<file path="src/rtl/fpu_pkg.sv">
// Shared FPU_32 types: command modes, OP-FP encodings and issue FSM states.
// Also hosts the FPU_32 mode decoder so both sides agree on the encoding.
package fpu_pkg;

  typedef enum logic [2:0] {
    FPU_MUL  = 3'd0,
    FPU_ADD  = 3'd1,
    FPU_SUB  = 3'd2,
    FPU_DIV  = 3'd3,
    FPU_IDLE = 3'd7
  } fpu_mode_t;

  typedef enum logic [1:0] {
    ST_IDLE,
    ST_WAIT,
    ST_RESP
  } issue_state_t;

  localparam logic [6:0] OPC_OP_FP   = 7'b1010011;
  localparam logic [6:0] FUNCT7_ADD  = 7'b0000000;
  localparam logic [6:0] FUNCT7_SUB  = 7'b0000100;
  localparam logic [6:0] FUNCT7_MUL  = 7'b0001000;
  localparam logic [6:0] FUNCT7_DIV  = 7'b0001100;

  function automatic logic fpu_mode_active(
    input logic [2:0] m
  );
    logic act;
    act = 1'b0;
    unique case (1'b1)
      m == FPU_MUL: act = 1'b1;
      m == FPU_ADD: act = 1'b1;
      m == FPU_SUB: act = 1'b1;
      m == FPU_DIV: act = 1'b1;
      default:      act = 1'b0;
    endcase
    return act;
  endfunction

endpackage

</file>
<file path="src/rtl/fpu_op_encoder.sv">
// Combinational OP-FP decoder: instruction word to FPU mode, legality, rd.
// Anything that is not one of the four supported ops comes out illegal/idle.
module fpu_op_encoder
  import fpu_pkg::*;
(
  input  logic [31:0] instr,
  output logic [2:0]  mode,
  output logic        legal,
  output logic [4:0]  rd
);

  logic       opc_ok;
  logic [6:0] f7;
  logic       unused;

  assign opc_ok = instr[6:0] == OPC_OP_FP;
  assign f7     = instr[31:25];
  assign rd     = instr[11:7];
  assign unused = ^instr[24:12];

  always_comb begin
    mode  = FPU_IDLE;
    legal = 1'b0;
    unique case (1'b1)
      opc_ok && f7 == FUNCT7_ADD: begin
        mode  = FPU_ADD;
        legal = 1'b1;
      end
      opc_ok && f7 == FUNCT7_SUB: begin
        mode  = FPU_SUB;
        legal = 1'b1;
      end
      opc_ok && f7 == FUNCT7_MUL: begin
        mode  = FPU_MUL;
        legal = 1'b1;
      end
      opc_ok && f7 == FUNCT7_DIV: begin
        mode  = FPU_DIV;
        legal = 1'b1;
      end
      default: begin
        mode  = FPU_IDLE;
        legal = 1'b0;
      end
    endcase
  end

endmodule

</file>
<file path="src/rtl/fpu_issue_ctrl.sv">
// Initiator side of the FPU_32 command port: issues one OP-FP op at a time,
// holds operands for the op latency, returns the tagged result.
module fpu_issue_ctrl
  import fpu_pkg::*;
#(
  parameter int LAT_MUL = 3,
  parameter int LAT_ADD = 3,
  parameter int LAT_DIV = 28,
  parameter int CW      = 6
) (
  input  logic        clk,
  input  logic        rst,
  input  logic        req_valid,
  output logic        req_ready,
  input  logic [31:0] req_instr,
  input  logic [31:0] req_a,
  input  logic [31:0] req_b,
  output logic [2:0]  fpu_mode,
  output logic [31:0] fpu_a,
  output logic [31:0] fpu_b,
  input  logic [31:0] fpu_result,
  output logic        rsp_valid,
  input  logic        rsp_ready,
  output logic [31:0] rsp_data,
  output logic [4:0]  rsp_rd,
  output logic        rsp_illegal
);

  localparam int LAT_MAX = (1 << CW) - 1;

  if (LAT_MUL < 1 || LAT_MUL > LAT_MAX ||
      LAT_ADD < 1 || LAT_ADD > LAT_MAX ||
      LAT_DIV < 1 || LAT_DIV > LAT_MAX) begin : g_lat_chk
    $error("fpu_issue_ctrl: LAT_* outside 1..2**CW-1");
  end

  issue_state_t  state_q;
  issue_state_t  state_d;
  logic [CW-1:0] cnt_q;
  logic [CW-1:0] lat_ld;
  logic [2:0]    mode_q;
  logic [2:0]    enc_mode;
  logic          enc_legal;
  logic [4:0]    enc_rd;
  logic          req_fire;
  logic          rsp_fire;
  logic          done;

  fpu_op_encoder u_enc (
    .instr (req_instr),
    .mode  (enc_mode),
    .legal (enc_legal),
    .rd    (enc_rd)
  );

  assign req_ready = state_q == ST_IDLE;
  assign rsp_valid = state_q == ST_RESP;
  assign req_fire  = req_valid & req_ready;
  assign rsp_fire  = rsp_valid & rsp_ready;
  assign fpu_mode  = mode_q;

  // The FPU result is sampled on the last WAIT cycle of the op latency.
  assign done = (state_q == ST_WAIT) && (cnt_q == CW'(1));

  always_comb begin
    lat_ld = CW'(LAT_ADD);
    unique case (1'b1)
      enc_mode == FPU_MUL: lat_ld = CW'(LAT_MUL);
      enc_mode == FPU_DIV: lat_ld = CW'(LAT_DIV);
      default:             lat_ld = CW'(LAT_ADD);
    endcase
  end

  always_comb begin
    state_d = state_q;
    unique case (state_q)
      ST_IDLE: begin
        if (req_fire)
          state_d = enc_legal ? ST_WAIT : ST_RESP;
      end
      ST_WAIT: begin
        if (done)
          state_d = ST_RESP;
      end
      ST_RESP: begin
        if (rsp_fire)
          state_d = ST_IDLE;
      end
      default: state_d = ST_IDLE;
    endcase
  end

  always_ff @(posedge clk) begin
    if (!rst)
      state_q <= ST_IDLE;
    else
      state_q <= state_d;
  end

  always_ff @(posedge clk) begin
    if (!rst) begin
      mode_q      <= FPU_IDLE;
      fpu_a       <= '0;
      fpu_b       <= '0;
      cnt_q       <= '0;
      rsp_data    <= '0;
      rsp_rd      <= '0;
      rsp_illegal <= 1'b0;
    end else begin
      if (req_fire) begin
        rsp_rd <= enc_rd;
        if (enc_legal) begin
          mode_q      <= enc_mode;
          fpu_a       <= req_a;
          fpu_b       <= req_b;
          cnt_q       <= lat_ld;
          rsp_illegal <= 1'b0;
        end else begin
          rsp_data    <= '0;
          rsp_illegal <= 1'b1;
        end
      end
      if (state_q == ST_WAIT) begin
        cnt_q <= cnt_q - CW'(1);
        if (done) begin
          rsp_data <= fpu_result;
          mode_q   <= FPU_IDLE;
        end
      end
      if (rsp_fire)
        rsp_illegal <= 1'b0;
    end
  end

endmodule

</file>
<file path="config.mk">
export PLATFORM = sky130hd
export DESIGN_NAME = fpu_issue_ctrl
export DESIGN_NICKNAME = d
export VERILOG_FILES = /design/src/rtl/fpu_pkg.sv /design/src/rtl/fpu_op_encoder.sv /design/src/rtl/fpu_issue_ctrl.sv
export SDC_FILE = /design/constraint.sdc
export NUM_CORES = 1
export LEC_CHECK = 0
export CAP_MARGIN = 20
export CORE_ASPECT_RATIO = 1.5
export CORE_UTILIZATION = 25
export CTS_CLUSTER_SIZE = 14
export DETAILED_ROUTE_END_ITERATION = 8
export GPL_ROUTABILITY_DRIVEN = 0
export SETUP_SLACK_MARGIN = 0.1
export SYNTH_ARGS = -nofsm -noshare
export SYNTH_HDL_FRONTEND = slang
export SYNTH_SLANG_ARGS = --single-unit
</file>
<file path="constraint.sdc">
create_clock -name clk -period 4.8 [get_ports clk]
set_input_delay 0.48 -clock clk [delete_from_list [all_inputs] [get_ports clk]]
set_output_delay 0.48 -clock clk [all_outputs]
set_load 0.05 [all_outputs]
</file>
After elaboration in Yosys (flattened, before gate mapping)
Index checks and enable logic that the tools add are counted.
{ "totals": {"ff_bits": 113, "in_bits": 132, "output_inout_bits": 107, "elab_cells": 57} }
{ "op_classes": {"addsub": 1, "eq_ne": 11, "n_mux": 20, "bitwise": 3, "n_reduce_logical": 14} }
{ "ops": {"columns": ["cell", "n"], "rows": [
  ["32-bit two-way mux", 4],
  ["6-bit two-way mux", 3],
  ["7-bit by 4-bit equality test with 1-bit output, second input constant", 2],
  ["3-bit two-way mux", 4],
  ["3-bit case mux with 4 select lines", 1],
  ["2-bit two-way mux", 4],
  ["7-bit by 3-bit equality test with 1-bit output, second input constant", 1],
  ["7-bit equality test, second input constant", 1],
  ["7-bit logical NOT", 1],
  ["6-bit by 1-bit equality test with 1-bit output, second input constant", 1],
  ["2-bit case mux with 3 select lines", 1],
  ["6-bit by 1-bit subtractor with 6-bit output, second input constant", 1],
  ["1-bit logical AND", 5],
  ["5-bit two-way mux", 1],
  ["2-bit by 1-bit != test with 1-bit output, second input constant", 2],
  ["2-bit AND reduction", 2],
  ["2-bit nonzero test", 2],
  ["4-bit OR reduction", 1],
  ["3-bit by 2-bit equality test with 1-bit output, second input constant", 1],
  ["3-bit AND reduction", 1],
  ["1-bit bitwise AND", 2],
  ["2-bit by 1-bit equality test with 1-bit output, second input constant", 1],
  ["2-bit equality test, second input constant", 1],
  ["2-bit logical NOT", 1],
  ["4 further kinds", 5]
]} }

Depth between registers and ports, before layout
{ "depth": {"depth_word": 8, "mapped_depth": 7, "depth_no_buf": 5} }

Cells and area by module
From an unflattened synthesis, not the netlist that was laid out.
{ "hier_totals": {"cells_unflattened": 528, "hier_area_um2": 4737.0} }
{ "modules_own_cells": {"columns": ["module", "n_inst", "cells_each", "area_per_inst_um2", "seq_area_each_um2"], "rows": [
  ["fpu_issue_ctrl", 1, 515, 4618.2, 2262.2],
  ["fpu_op_encoder", 1, 13, 118.9, 0.0]
]} }

Worst setup path before layout
Ideal clock, no wire load.
{ "synth_path": {"path_kind": "input to register", "startpoint": "in req_instr[5]", "endpoint": "reg cnt_q[0]", "setup_time_ps": 132, "arrival_time_ps": 2043, "t_required_ps": 4668, "setup_slack_ps": 2625, "path_stages": 6, "n_path_buf": 2, "path_cell_list": "or4b_4 or4_4 buf_6 buf_6 o21ai_0 a211oi_1"} }
{ "synth_via": {"elab_chain_cells": 8, "elab_cells_between_ends": 15, "cone_classes": "2 x eq/ne; 6 x mux; 7 x reduce/logical"} }
{ "synth_lines": {"columns": ["item", "line_no", "text"], "rows": [
  ["start, declared", "fpu_issue_ctrl.sv:15", "input logic [31:0] req_instr,"],
  ["7-bit equality test *", "fpu_op_encoder.sv:16", "assign opc_ok = instr[6:0] == OPC_OP_FP;"],
  ["1-bit logical AND, on equally long branches", null, null],
  ["3-bit case mux with 4 select lines", "fpu_op_encoder.sv:24", "unique case (1'b1)"],
  ["3-bit by 2-bit equality test with 1-bit output", "fpu_issue_ctrl.sv:69", "enc_mode == FPU_DIV: lat_ld = CW'(LAT_DIV);"],
  ["5-bit two-way mux", "fpu_issue_ctrl.sv:67", "unique case (1'b1)"],
  ["6-bit two-way mux", "fpu_issue_ctrl.sv:112", "if (enc_legal) begin"],
  ["6-bit two-way mux", "fpu_issue_ctrl.sv:110", "if (req_fire) begin"],
  ["6-bit two-way mux", "fpu_issue_ctrl.sv:123", "if (state_q == ST_WAIT) begin"],
  ["end signal, assigned", "fpu_issue_ctrl.sv:116", "cnt_q <= lat_ld;"],
  ["end signal, assigned", "fpu_issue_ctrl.sv:124", "cnt_q <= cnt_q - CW'(1);"],
  ["end, declared", "fpu_issue_ctrl.sv:39", "logic [CW-1:0] cnt_q;"]
]} }
Every way passes the cells marked *; elsewhere a longest branch is shown, timed or not. The select of a mux whose other input is x is not followed.
A chain may end at the register's enable or synchronous reset.

Final worst setup path
{ "layout_path": {"startpoint": "in req_instr[5]", "endpoint": "reg cnt_q[2]"} }
The elaborated chain is that of the path after synthesis.

==> metrics.yaml <==
worst_setup_path:
  critPathKind: "in -> reg"
  crit_arrival_ps: 2900
  crit_required_ps: 5140
  r2r_slack_ps: 2410
  worst-r2r-cell-count: 4
  rr_startpoint: "state_q[1]"
  path_cells: "clkdlybuf4s50_1, or4b_4, or4_4, a221oi_1, a221o_1"
  worstSetupStartpoint: "req_instr[5]"
  worstSetupEndpoint: "cnt_q[2]"
  critPathSlowestCell: "or4_4"
  rr_endpoint: "cnt_q[2]"
  cp-end-kind: "flip-flop"
  critPathMaxStageDelay_ps: 890
  start_kind: "input pin"
  critPathMaxFanout: 72
detailed_routing:
  dr.max_layer_used: "met4"
  drc: 0
  via_per_inst: 4.53
  routed_wl_mm: 12.6
  antenna_left: 0
  routedWlPerCell_um: 14.3
  met2_length_mm: 6.63
  wl_met1_mm: 4.79
  vias: 3990
  met3_length_um: 764
  dr.pass1.iters: 4
  drt_first_iter_violations: 123
timing:
  final_hold_viol_count: 0
  rsz0062_at_grt: "false"
  max_freq_ghz: 0.390
  final_max_slew_viol_count: 0
  setup_violations: 0
  finClkSkew_ps: 10.7
  finalCritPeriodShare: 0.534
  tns_ps: 0
  worst_pin_slew_ps: 814
  layout_min_cycle_time_ps: 2560
  slew_headroom: 0.457
layout:
  layout_commonest_cell: "clkdlybuf4s50_1"
  fillers: 1521
  ff_latch_area_mm2: 0.00226
  design_area_mm2: 0.00700
  antenna_cells: 0
  multiInputGateArea_mm2: 0.00159
  layout_common_cells: "clkdlybuf4s50_1 (225), nand2_1 (145), dfxtp_1 (113), a21oi_1 (73), a22o_1 (32)"
  fin_util: 0.448
  nets: 799
  area_growth_pct: 75.2
  layout-drive-gt1-share: 0.0619
power_and_ir_drop:
  power.share.sequential: 0.411
  clkPwrFrac: 0.520
  p_int_mw: 1.78
  p_sw_frac: 0.228
  switchingPower_uw: 524
  pwr-share-comb: 0.069
  powerDensity_mw_per_mm2: 329
  irDropWorstVdd_uv: 190
  p_leak_nw: 2.43
clocking:
  cts_root_buffer: "clkbuf_16"
  cts_tree: "yes"
  clk_path_buf_depth: 2
  cts_buffers: 17
  htree_num_levels: 4
  post_cts_resized: 0
  clock_latency_ps: 400
  postCtsSetupBuffers: 0
  cts.reportedPaths.clkPinSlew_ps: 60
  ctsHoldBuffers: 0
  cts_sinks: 113
synthesis:
  yosysSeqAreaShare: 0.566
  ys_seq_elements: 113
  synth_cells: 446
  syn_area_mm2: 0.00400
  avgSynthCellArea_um2: 8.96
  yosysWarnings: 0
  yosysUniqueCellTypes: 43
  synth_nets: 580
grt:
  gr-total-overflow: 0
  grt_use_total: 0.152
  grt_max_degree: 73
  grt_pass1_wl_mm: 19.4
  antenna_found_initial: 0
  grt_pass1_vias: 3945
die:
  die_area_mm2: 0.0165
  start_util: 0.256
  die_w_um: 105
  num_rows: 56
  coreArea_mm2: 0.0156
  die_h_um: 157
  pin_count: 239
outcome:
  status: "finished clean"
placement:
  dp_hpwl_mm: 9.09
  io_buffers: 225
  postPlaceCellArea_mm2: 0.00642
worst_hold_path:
  hold_path_depth: 2
  hold_class: "reg -> reg"
run:
  cap_violations: 0
critical path: cells and delay by family:
| family | cells | cell delay [ps] |
|---|---|---|
| AOI/OAI and AO/OA | 2 | 550 |
| buffers and inverters | 1 | 400 |
| and+or+nand+nor | 2 | 1470 |
cell usage after synthesis:
cell,n,share of area
ha_1,2,0.0063
and3_1,2,0.0031
nand2_1,145,0.14
buf_4,1,0.0019
nand4_1,1,0.0016
nand3b_1,1,0.0019
o31a_1,2,0.0044
nor3_1,2,0.0025
or4b_1,1,0.0025
or3b_1,1,0.0022
mux2i_1,1,0.0025
a211oi_1,2,0.0038
and2_1,1,0.0016
nand2b_1,1,0.0016
a21oi_1,73,0.091
or4_1,1,0.0019
nor2_1,3,0.0028
inv_1,2,0.0019
nor4b_1,1,0.0022
nor4_4,1,0.0053
o211ai_1,1,0.0019
a2111oi_0,1,0.0022
nor4_1,1,0.0016
o31ai_1,1,0.0019
a22o_1,32,0.070
a221o_1,2,0.0050
clkbuf_1,22,0.021
nand4bb_1,1,0.0028
o21ai_0,1,0.0013
nor2b_1,4,0.0063
dfxtp_1,113,0.57
buf_2,5,0.0063
buf_6,2,0.0056
a221oi_1,2,0.0044
or4_4,1,0.0028
o2111ai_1,1,0.0022
xor2_1,1,0.0022
clkinv_1,1,0.00094
nand3_1,2,0.0025
nor3_2,1,0.0025
or4b_4,1,0.0034
or3_1,5,0.0078
nor3b_1,1,0.0019
logic make-up (layout without fill, tap and decap cells):
group,Yosys count,in the layout,synth area share
muxes,1,1,0.00251
xor gates and xnor gates,1,1,0.00219
adders and majority gates,2,2,0.00626
and+or+nand+nor,178,178,0.197
DFF,113,113,0.566
AOI/OAI and AO/OA,118,118,0.189
buffers and inverters,33,265,0.0373
flip-flops by register name, indices dropped and copies added (netlist names):
signal,cells
cnt_q,6
rsp_data,32
fpu_mode,3
fpu_a,32
rsp_rd,5
fpu_b,32
rsp_illegal,1
state_q,2
worst min path at each step:
stage,start,slack [ps],to
global route,fpu_a[0],460,fpu_a[0]
CTS,fpu_a[0],450,fpu_a[0]
global placement,fpu_a[20],440,fpu_a[20]
finish,fpu_a[10],450,fpu_a[10]
floorplan,cnt_q[5],470,cnt_q[5]
detailed placement,fpu_a[8],440,fpu_a[8]
metrics by stage:
stage | instances | hold WS (ps) | total power [mW] | setup slack, ps
2_1_floorplan | 446 | 473 | 1.01 | 2620
3_3_place_gp | 847 | 438 | 1.12 | 1720
3_5_place_dp | 849 | 444 | 1.12 | 1810
4_1_cts | 881 | 452 | 2.34 | 2240
5_1_grt | 881 | 461 | 2.39 | 2120
6_report | 881 | 447 | 2.30 | 2240
routing by layer:
metal,vias to the layer above,track usage
met1,1848,0.153
met5,-,0
met4,0,0.0939
li1,1973,-
met3,26,0.0491
met2,143,0.272
cell type report:
cell class                      count  share of cell area
Timing Repair Buffer              230               0.329
Sequential cell                   113               0.323
Multi-Input combinational cell    300               0.228
Clock buffer                       19              0.0633
Tap cell                          203              0.0363
Clock inverter                     13              0.0186
Inverter                            3             0.00161
power groups by stage:
| stage | combinational [mW] | sequential [mW] | clock (mW) |
|---|---|---|---|
| after CTS | 0.160 | 0.945 | 1.24 |
| final | 0.159 | 0.945 | 1.20 |
| after global routing | 0.169 | 0.945 | 1.28 |
| after global placement | 0.157 | 0.965 | 0 |
| after floorplan | 0.0320 | 0.976 | 0 |
| after detailed placement | 0.160 | 0.965 | 0 |
(Power assumes the default switching activity.)
